File: config.mk
export PLATFORM = sky130hd
export DESIGN_NAME = jump_key_injector
export DESIGN_NICKNAME = d
export VERILOG_FILES = /design/src/rtl/input_pkg.sv /design/src/rtl/key_debouncer.sv /design/src/rtl/jump_key_injector.sv
export SDC_FILE = /design/constraint.sdc
export NUM_CORES = 1
export LEC_CHECK = 0
export ABC_AREA = 0
export CAP_MARGIN = 20
export CORE_ASPECT_RATIO = 0.8
export CORE_MARGIN = 5
export CORE_UTILIZATION = 40
export CTS_BUF_LIST = sky130_fd_sc_hd__clkbuf_4 sky130_fd_sc_hd__clkbuf_8
export CTS_CLUSTER_DIAMETER = 40
export DETAILED_ROUTE_END_ITERATION = 12
export GPL_TIMING_DRIVEN = 0
export HOLD_SLACK_MARGIN = 0.12
export PLACE_DENSITY_LB_ADDON = 0.12
export SYNTH_ARGS = -nofsm -noshare
export SYNTH_HDL_FRONTEND = slang
export SYNTH_SLANG_ARGS = --single-unit
File: constraint.sdc
create_clock -name clock -period 4 [get_ports clock]
set_input_delay 1.2 -clock clock [delete_from_list [all_inputs] [get_ports clock]]
set_output_delay 1.2 -clock clock [all_outputs]
set_load 0.05 [all_outputs]
File: src/rtl/input_pkg.sv
// Shared definitions for the jump-key injection path: opcode/register constants,
// injector FSM state type and the addi word builder.
package input_pkg;

  localparam logic [4:0] OPC_ADDI = 5'd5;
  localparam logic [4:0] REG_ZERO = 5'd0;

  typedef enum logic [0:0] {
    IDLE    = 1'b0,
    PENDING = 1'b1
  } inj_state_t;

  // addi rd, $0, 1
  function automatic logic [31:0] build_addi(input logic [4:0] rd);
    return {OPC_ADDI, rd, REG_ZERO, 17'd1};
  endfunction

endpackage

File: src/rtl/key_debouncer.sv
// Push-button conditioner: 2-flop synchroniser, stability counter and
// rising-edge pulse on the debounced level.
module key_debouncer
  import input_pkg::*;
#(
  parameter int unsigned DEBOUNCE_CYCLES = 50000
) (
  input  logic clock,
  input  logic reset_n,
  input  logic key_raw,
  output logic db,
  output logic press
);

  localparam int unsigned CntW = $clog2(DEBOUNCE_CYCLES);
  localparam logic [CntW-1:0] CntMax = CntW'(DEBOUNCE_CYCLES - 1);

  logic            sync_q1;
  logic            key_sync;
  logic            db_q;
  logic [CntW-1:0] cnt;

  // Two-stage synchroniser for the asynchronous button level.
  always_ff @(posedge clock or negedge reset_n) begin
    if (!reset_n) begin
      sync_q1  <= 1'b0;
      key_sync <= 1'b0;
    end else begin
      sync_q1  <= key_raw;
      key_sync <= sync_q1;
    end
  end

  // Count consecutive differing cycles; any agreement restarts the count.
  always_ff @(posedge clock or negedge reset_n) begin
    if (!reset_n) begin
      cnt <= '0;
      db  <= 1'b0;
    end else if (key_sync == db) begin
      cnt <= '0;
    end else if (cnt == CntMax) begin
      cnt <= '0;
      db  <= ~db;
    end else begin
      cnt <= cnt + 1'b1;
    end
  end

  // One-cycle delayed copy of the debounced level for edge detection.
  always_ff @(posedge clock or negedge reset_n) begin
    if (!reset_n) begin
      db_q <= 1'b0;
    end else begin
      db_q <= db;
    end
  end

  // Only press edges matter; release edges are ignored.
  assign press = db & ~db_q;

endmodule

File: src/rtl/jump_key_injector.sv
// Injects one "addi $FLAG_REG, $0, 1" into the decode stream per debounced
// jump-button press, holding a single pending request and counting presses
// that arrive while one is already outstanding.
module jump_key_injector
  import input_pkg::*;
#(
  parameter int unsigned DEBOUNCE_CYCLES = 50000,
  parameter int unsigned FLAG_REG        = 29
) (
  input  logic        clock,
  input  logic        reset_n,
  input  logic        key_raw,
  input  logic [31:0] fetch_insn_in,
  input  logic        slot_ready,
  output logic [31:0] insn_out,
  output logic        inject_valid,
  output logic        pc_hold,
  output logic [7:0]  coalesced
);

  localparam logic [31:0] InjWord = build_addi(5'(FLAG_REG));

  logic       db;
  logic       press;
  inj_state_t state_q, state_d;
  logic [7:0] coal_q, coal_d;

  key_debouncer #(
    .DEBOUNCE_CYCLES(DEBOUNCE_CYCLES)
  ) u_debouncer (
    .clock  (clock),
    .reset_n(reset_n),
    .key_raw(key_raw),
    .db     (db),
    .press  (press)
  );

  // Next-state and coalesce-counter logic for the single-entry request slot.
  always_comb begin
    state_d = state_q;
    coal_d  = coal_q;
    case (state_q)
      IDLE: begin
        if (press) state_d = PENDING;
      end
      PENDING: begin
        // Accept with a simultaneous press re-arms as a fresh request.
        if (slot_ready && !press) begin
          state_d = IDLE;
        end else if (!slot_ready && press && (coal_q != 8'hFF)) begin
          coal_d = coal_q + 8'd1;
        end
      end
      default: state_d = IDLE;
    endcase
  end

  // State and coalesce counter registers.
  always_ff @(posedge clock or negedge reset_n) begin
    if (!reset_n) begin
      state_q <= IDLE;
      coal_q  <= 8'd0;
    end else begin
      state_q <= state_d;
      coal_q  <= coal_d;
    end
  end

  assign inject_valid = (state_q == PENDING);
  assign pc_hold      = inject_valid & slot_ready;
  assign insn_out     = inject_valid ? InjWord : fetch_insn_in;
  assign coalesced    = coal_q;

endmodule
-- After elaboration in Yosys (flattened, before gate mapping)
Index checks and enable logic that the tools add are counted.
- add/sub/neg operators: 2
- multipliers: 0
- div/mod/pow operators: 0
- $lt $le $gt $ge: 0
- equal/unequal tests: 3
- shift-type cells: 0
- muxes and demuxes: 6
- bitwise gates (word level): 7
- reductions and logical operators: 7
- operator list (operator ; number):
    2-to-1 mux 16 bit ; 2
    2-to-1 mux 32 bit ; 1
    adder 16 x 1 -> 16 bit, second input constant ; 1
    equality test 16 bit, second input constant ; 1
    adder 8 x 1 -> 8 bit, second input constant ; 1
    inequality test 8 bit, second input constant ; 1
    inverter 1 bit ; 5
    logical AND 1 bit ; 3
    AND reduction 3 bit ; 1
    AND 1 bit ; 2
    logical NOT 1 bit ; 2
    2-to-1 mux 1 bit ; 2
    one-hot mux 1 bit (2 select lines) ; 1
    AND reduction 2 bit ; 1
    equality test 1 bit ; 1
- flip-flop bits (word level): 29
- bits in latches: 0
- memory bits (writable): 0
- ROM bits: 0
- input bits: 36
- output and inout bits: 42
- word-level logic and storage cells: 32
- memories: 0

-- Logic depth before layout (Yosys ltp)
Gate-level depths: netlist of run 1.
- depth in word-level cells: 6
- gate-level depth with buffers: 5
- depth with buffers taken out: 5

-- By module
A second synthesis of run 1 with hierarchy kept.
- cells, all modules: 165
- area, all modules: 1642.8 um2
- by module, submodules not included (module ; times used ; cells an instance ; area each (um2) ; sequential area each (um2)):
    key_debouncer ; 1 ; 88 ; 942.2 ; 500.5
    jump_key_injector ; 1 ; 77 ; 700.7 ; 225.2

-- Worst setup path before layout of run 1
No wires, ideal clock.
- path type: input-to-output
- from: input port fetch_insn_in[10]
- to: output port insn_out[10]
- arrival time: 1.907 ns
- data required time: 2.800 ns
- slack: 0.893 ns
- cell stages on the path: 1
- cells stage by stage: nor2b_1
- cells in the longest elaborated chain, start to end: 1
- RTL lines (element ; line ; text):
    start: declaration ; jump_key_injector.sv:13 ; input logic [31:0] fetch_insn_in,
    2-to-1 mux 32 bit ; jump_key_injector.sv:71 ; assign insn_out = inject_valid ? InjWord : fetch_insn_in;
    end: declaration ; jump_key_injector.sv:15 ; output logic [31:0] insn_out,
Every way passes these cells.

-- Worst setup path in the final report of run 1
- from: input port slot_ready
- to: output port pc_hold
- cells in the longest elaborated chain, start to end: 1
- RTL lines (element ; line ; text):
    start: declaration ; jump_key_injector.sv:14 ; input logic slot_ready,
    AND 1 bit ; jump_key_injector.sv:70 ; assign pc_hold = inject_valid & slot_ready;
    end: declaration ; jump_key_injector.sv:17 ; output logic pc_hold,
Every way passes these cells.

==> flow_summary_export.csv, run 1 <==
group,metric,value,unit
critical_path,worst_setup_path_end_kind,"output pin",
drt,via_per_inst,4.698,
cells_and_area,drive_gt1_share,8.607,%
critical_path,crit_type,"input port to output pin",
drt,first_pass_iters,4,
critical_path,startpoint_type,"input port",
drt,ant_nets,0,
timing,worst_pin_slew,0.5659,ns
critical_path,crit_fanout,3,
timing,holdWs,0.3499,ns
critical_path,worstPathCellList,"clkdlybuf4s50_1, and2_1, clkdlybuf4s50_1",
outcome,status,"completed",
pwr,p_leak,1.046,nW
timing,tns,0,ns
cells_and_area,antennaDiodeCount,0,
timing,max_clock_freq,260.6,MHz
clocking,holdBufCountCts,0,
clocking,cts_max_level,2,
timing,grt_setup_unrepaired,"false",
clocking,cts_buffers,5,
yosys,yosysTopAreaCellShare,47.39,%
placed_design,post-place-ws,0.1598,ns
yosys,ys.flop_type,"dfrtp_1",
floorplanning,die_x,79.18,um
drt,drt-initial-drc-count,64,
min_path,hold_path.class,"flip-flop to flip-flop",
yosys,seq_area_frac_synth,47.39,%
yosys,synth.most_common_cell,"dfrtp_1",
drt,avgRoutedWirePerCell,13.73,um
yosys,synth-seq-cells,29,
global_route,grtUsageTotal,16.20,%
timing,layout_min_cycle_time,3.837,ns
floorplanning,die_area,0.005174,mm2
drt,finalWirelength,3953,um
yosys,syn_nets,196,
placed_design,post-dp-hpwl,3108,um
yosys,yosysWarnings,0,
clocking,cts_setup_buffers,0,
floorplanning,ios,78,
drt,drc,0,
critical_path,critPathArrivalTime,2.64,ns
yosys,yosys.area.top_type,"dfrtp_1",
global_route,grt-ovfl-total,0,
placed_design,gp_congestion,0.7786,
clocking,clk_path_buf_depth,2,
timing,fin_crit_sh,95.93,%
critical_path,cp_slowest_cell,"clkdlybuf4s50_1",
clocking,cts.sinks,29,
floorplanning,core_area,0.003754,mm2
yosys,synth_top_cells_by_area,"dfrtp_1 47%, nor2b_1 10%, xnor2_1 8.0%",
placed_design,portBuffers,77,
yosys,synthArstFlopShare,100.0,%
global_route,grt_pass1_vias,1265,
yosys,synth.distinct_cells,23,
critical_path,slowest_delay,0.81,ns
clocking,cts_tree,"yes",
floorplanning,initial_utilization,40.80,%
yosys,yosys-top-cells-count,"29 x dfrtp_1, 25 x nor2b_1, 21 x nor2_1",
flow_run,maxCapViolations,0,
floorplanning,row_count,20,
timing,hold_viol,0,
global_route,antenna_found_initial,0,
global_route,grt_max_degree,21,
timing,skew,0.003953,ns
timing,layout_setup_ws,0.1627,ns
pwr,max-vdd-ir-drop,0.2049,mV
clocking,clk_latency,0.27,ns
clocking,cts-root-buf,"clkbuf_8",
yosys,netlist_area,0.001531,mm2
clocking,path_clk_slew,0.06,ns
yosys,synth_edf_count,0,
yosys,postSynthAreaPerCell,9.693,um2
drt,vias,1353,
pwr,pwr_density_cell,284.8,mW/mm2
floorplanning,die_h,65.35,um
cells_and_area,area_growth,60.87,%
critical_path,cpMostUsedCell,"clkdlybuf4s50_1",
yosys,syn_inst,158,
timing,setup_viol,0,
timing,slew_headroom,62.02,%
cells_and_area,nNetsFinal,281,
cells_and_area,fin_util,65.63,%
critical_path,critPathRequiredTime,2.80,ns
global_route,grt_pass1_wl,6410,um
timing,final_max_slew_viol_count,0,
clocking,post_cts_resized,0,
pwr,p_total,0.7015,mW
## final cells by class
class                   count  area (um2)
plain buffers               4       22.52
clock buffers               8       91.34
fillers                   311        1290
inverters                   7       26.28
multi-input cells         118       757.0
flip-flops and latches     29       725.7
well taps                  44       55.05
repair buffers             78       785.8
## cells by family (layout without fill, tap and decap cells)
logic type	Yosys count	after routing	synth area share [%]
AOI/OAI and AO/OA	3	3	2.533
xor gates and xnor gates	22	22	12.58
adders and majority gates	2	2	1.634
buffers and inverters	11	97	3.186
DFF	29	29	47.39
muxes	2	2	1.470
and+or+nand+nor	89	89	31.21
## flip-flops by register name, indices dropped and copies added (netlist names)
name                  cells
u_debouncer.db            1
u_debouncer.db_q          1
u_debouncer.sync_q1       1
u_debouncer.cnt          16
u_debouncer.key_sync      1
coalesced                 8
inject_valid              1
## critical path: cells and delay by family
kind	cells	cell delay, ns
buf+inv	2	1.31
simple gates	1	0.13
## stage by stage
stage	cells	cell area, um2
2_1_floorplan	158	1531
3_3_place_gp	279	2357
3_5_place_dp	280	2372
4_1_cts	288	2464
5_1_grt	288	2464
6_report	288	2464
## report_power, final
part	switching (mW)	total (mW)	internal (mW)
logic	0.0865	0.157	0.0705
registers	0.00280	0.300	0.297
clock network	0.101	0.245	0.144
## path summary, 6_finish.rpt
| check | from | end | slack (ns) | cells past startpoint |
|---|---|---|---|---|
| max | slot_ready | pc_hold | 0.16 | 3 |
| min | u_debouncer.sync_q1 | u_debouncer.key_sync | 0.35 | 0 |
| max reg2reg | u_debouncer.cnt[12] | u_debouncer.cnt[8] | 2.10 | 5 |
| min reg2reg | u_debouncer.sync_q1 | u_debouncer.key_sync | 0.35 | 0 |
| max in group asynchronous | reset_n | u_debouncer.cnt[3] | 2.24 | 2 |
| min in group asynchronous | reset_n | u_debouncer.cnt[9] | 1.25 | 1 |
## layout by cell type (no fill, tap or decap), types with 2 or more instances in the layout
master	instances
or2_2	7
nand4_1	4
inv_1	7
nand2_1	5
clkbuf_1	3
nor2b_1	25
clkbuf_8	5
nor2_1	21
ha_1	2
nor3_1	8
nor4_1	6
clkdlybuf4s50_1	77
dfrtp_1	29
xor2_1	8
nand3_1	9
clkbuf_4	3
xnor2_1	14
mux2_2	2
## metal layers
layer | GRT usage [%] | up-vias | wire, um
li1 | - | 684 | -
met1 | 20.83 | 624 | 1667
met2 | 25.11 | 40 | 1926
met3 | 6.301 | 5 | 310
met4 | 5.150 | 0 | 48
met5 | 0 | - | 0
No activity file was read; power rests on OpenSTA's default activity.
==> run 2: changes to the inputs <==
ABC_AREA = not set   (was 0)
==> results of run 2 <==
Same layout as run 1: the final DEF is identical, and so are final timing and power.
==> run 3: changes to the inputs <==
RECOVER_POWER = 100   (was not set)
==> flow_summary_export.csv, run 3 (synthesized netlist as in run 1, its figures left out) <==
group,metric,value,unit
outcome,status,"completed",
cells_and_area,final_common_cell,"dlygate4sd3_1",
clocking,cts_buffers,5,
timing,max_clock_freq,255.8,MHz
critical_path,worstPathCellList,"dlygate4sd3_1, and2_1, clkdlybuf4s50_1",
pwr,p_leak,1.059,nW
critical_path,critPathRequiredTime,2.80,ns
placed_design,portBuffers,77,
min_path,worstHoldStart,"u_debouncer.sync_q1",
floorplanning,die_area,0.005174,mm2
cells_and_area,top_register,"u_debouncer.cnt",
placed_design,post-dp-hpwl,3108,um
floorplanning,core_area,0.003754,mm2
drt,avgRoutedWirePerCell,13.60,um
timing,setup_viol,0,
flow_run,maxCapViolations,0,
timing,worst_pin_slew,1.212,ns
floorplanning,die_h,65.35,um
clocking,cts.sinks,29,
min_path,hold_path_depth,0,
critical_path,critPathBufInv,2,
placed_design,post-place-ws,0.1598,ns
clocking,post_cts_resized,0,
critical_path,rrSetupSlack,1.36,ns
drt,via_per_inst,4.663,
critical_path,slowest_delay,0.81,ns
critical_path,critPathArrivalTime,2.71,ns
global_route,grt_pass1_vias,1265,
clocking,cts-root-buf,"clkbuf_8",
pwr,p_sw,0.1880,mW
drt,first_pass_iters,4,
drt,finalWirelength,3918,um
global_route,antenna_found_initial,0,
timing,grt_setup_unrepaired,"false",
pwr,pwr-share-comb,21.2,%
timing,hold_viol,0,
pwr,pwr_density_cell,284.4,mW/mm2
pwr,max-vdd-ir-drop,0.2040,mV
cells_and_area,drive_gt1_share,6.967,%
timing,layout_setup_ws,0.09021,ns
clocking,path_clk_slew,0.06,ns
clocking,cts_setup_buffers,0,
critical_path,worst_setup_path_end_kind,"output pin",
placed_design,gp_congestion,0.7786,
cells_and_area,area_growth,58.42,%
global_route,grt_pass1_wl,6410,um
floorplanning,row_count,20,
critical_path,startpoint_type,"input port",
pwr,pwr-share-seq,43.5,%
timing,skew,0.003672,ns
clocking,cts_max_level,2,
drt,drc,0,
floorplanning,initial_utilization,40.80,%
floorplanning,die_x,79.18,um
global_route,grt-ovfl-total,0,
critical_path,crit_type,"input port to output pin",
critical_path,r2r_end,"u_debouncer.cnt[10]",
global_route,grt_max_degree,21,
critical_path,r2r_cells,5,
clocking,clk_path_buf_depth,2,
cells_and_area,largest_register_ffs,16,
critical_path,r2r-start,"u_debouncer.cnt[12]",
min_path,holdPathEnd,"u_debouncer.key_sync",
drt,vias,1343,
timing,fin_crit_sh,97.74,%
pwr,internal_power,0.5018,mW
timing,layout_min_cycle_time,3.910,ns
timing,tns,0,ns
min_path,hold_path.class,"flip-flop to flip-flop",
cells_and_area,fill_cells,319,
clocking,cts_tree,"yes",
cells_and_area,nNetsFinal,281,
pwr,switching_share,27.26,%
cells_and_area,antennaDiodeCount,0,
global_route,grtUsageTotal,16.20,%
cells_and_area,layout_common_cells,"43 x dlygate4sd3_1, 34 x clkdlybuf4s50_1, 29 x dfrtp_1",
timing,final_max_slew_viol_count,0,
drt,drt-initial-drc-count,50,
pwr,clkPwrFrac,35.3,%
clocking,holdBufCountCts,0,
critical_path,path_delay_family,"buffers and inverters",
pwr,p_total,0.6899,mW
clocking,clk_latency,0.27,ns
drt,ant_nets,0,
floorplanning,ios,78,
critical_path,crit_fanout,3,
timing,slew_headroom,18.12,%
critical_path,cp_slowest_cell,"clkdlybuf4s50_1",
-- run 3: cell types whose count changed in the layout (fill, tap and decap cells not counted), sizes merged --
| cell | change |
|---|---|
| dlygate4sd3 | +43 |
| buf | -2 |
| clkbuf | +2 |
| clkdlybuf4s50 | -43 |
-- run 3: power groups by stage --
| stage | Combinational (mW) | Sequential, mW | Clock (mW) |
|---|---|---|---|
| finish | 0.146 | 0.300 | 0.244 |
| global route | 0.155 | 0.300 | 0.273 |
| CTS | 0.159 | 0.300 | 0.251 |
| detailed placement | 0.159 | 0.305 | 0 |
| global placement | 0.156 | 0.305 | 0 |
| floorplan | 0.0819 | 0.305 | 0 |
-- run 3: final cells by class --
class	instances	area, um2	area share [%]
Sequential cell	29	725.7	29.91
Timing Repair Buffer	78	774.5	31.92
Tap cell	44	55.05	2.269
Inverter	7	26.28	1.083
Multi-Input combinational cell	118	738.2	30.43
Clock buffer	8	91.34	3.765
Buffer	4	15.01	0.6189
-- run 3: metrics by stage --
stage               cell area (um2)  utilization (%)  instances  hold slack (ns)
global placement               2357            62.80        279           0.3324
detailed placement             2372            63.20        280           0.3379
global route                   2426            64.63        288           0.3678
floorplan                      1531                -        158           0.3312
finish                         2426            64.63        288           0.3543
CTS                            2464            65.63        288           0.3514
-- run 3: how the worst max path moves through the flow --
stage | from | endpoint | slack (ns) | cells after the start
global placement | slot_ready | pc_hold | 0.17 | 3
CTS | slot_ready | pc_hold | 0.16 | 3
finish | slot_ready | pc_hold | 0.09 | 3
floorplan | fetch_insn_in[10] | insn_out[10] | 0.89 | 1
global route | slot_ready | pc_hold | 0.07 | 3
detailed placement | slot_ready | pc_hold | 0.16 | 3
-- run 3: per-layer routing --
metal  routed length [um]  GRT usage, %  up-vias  part of all wire [%]
met5                    0             0        -                     0
met4                   48         5.150        0                   1.2
met3                  289         6.301        5                   7.4
met2                 1890         25.11       36                    48
met1                 1689         20.83      615                    43
li1                     -             -      687                     -
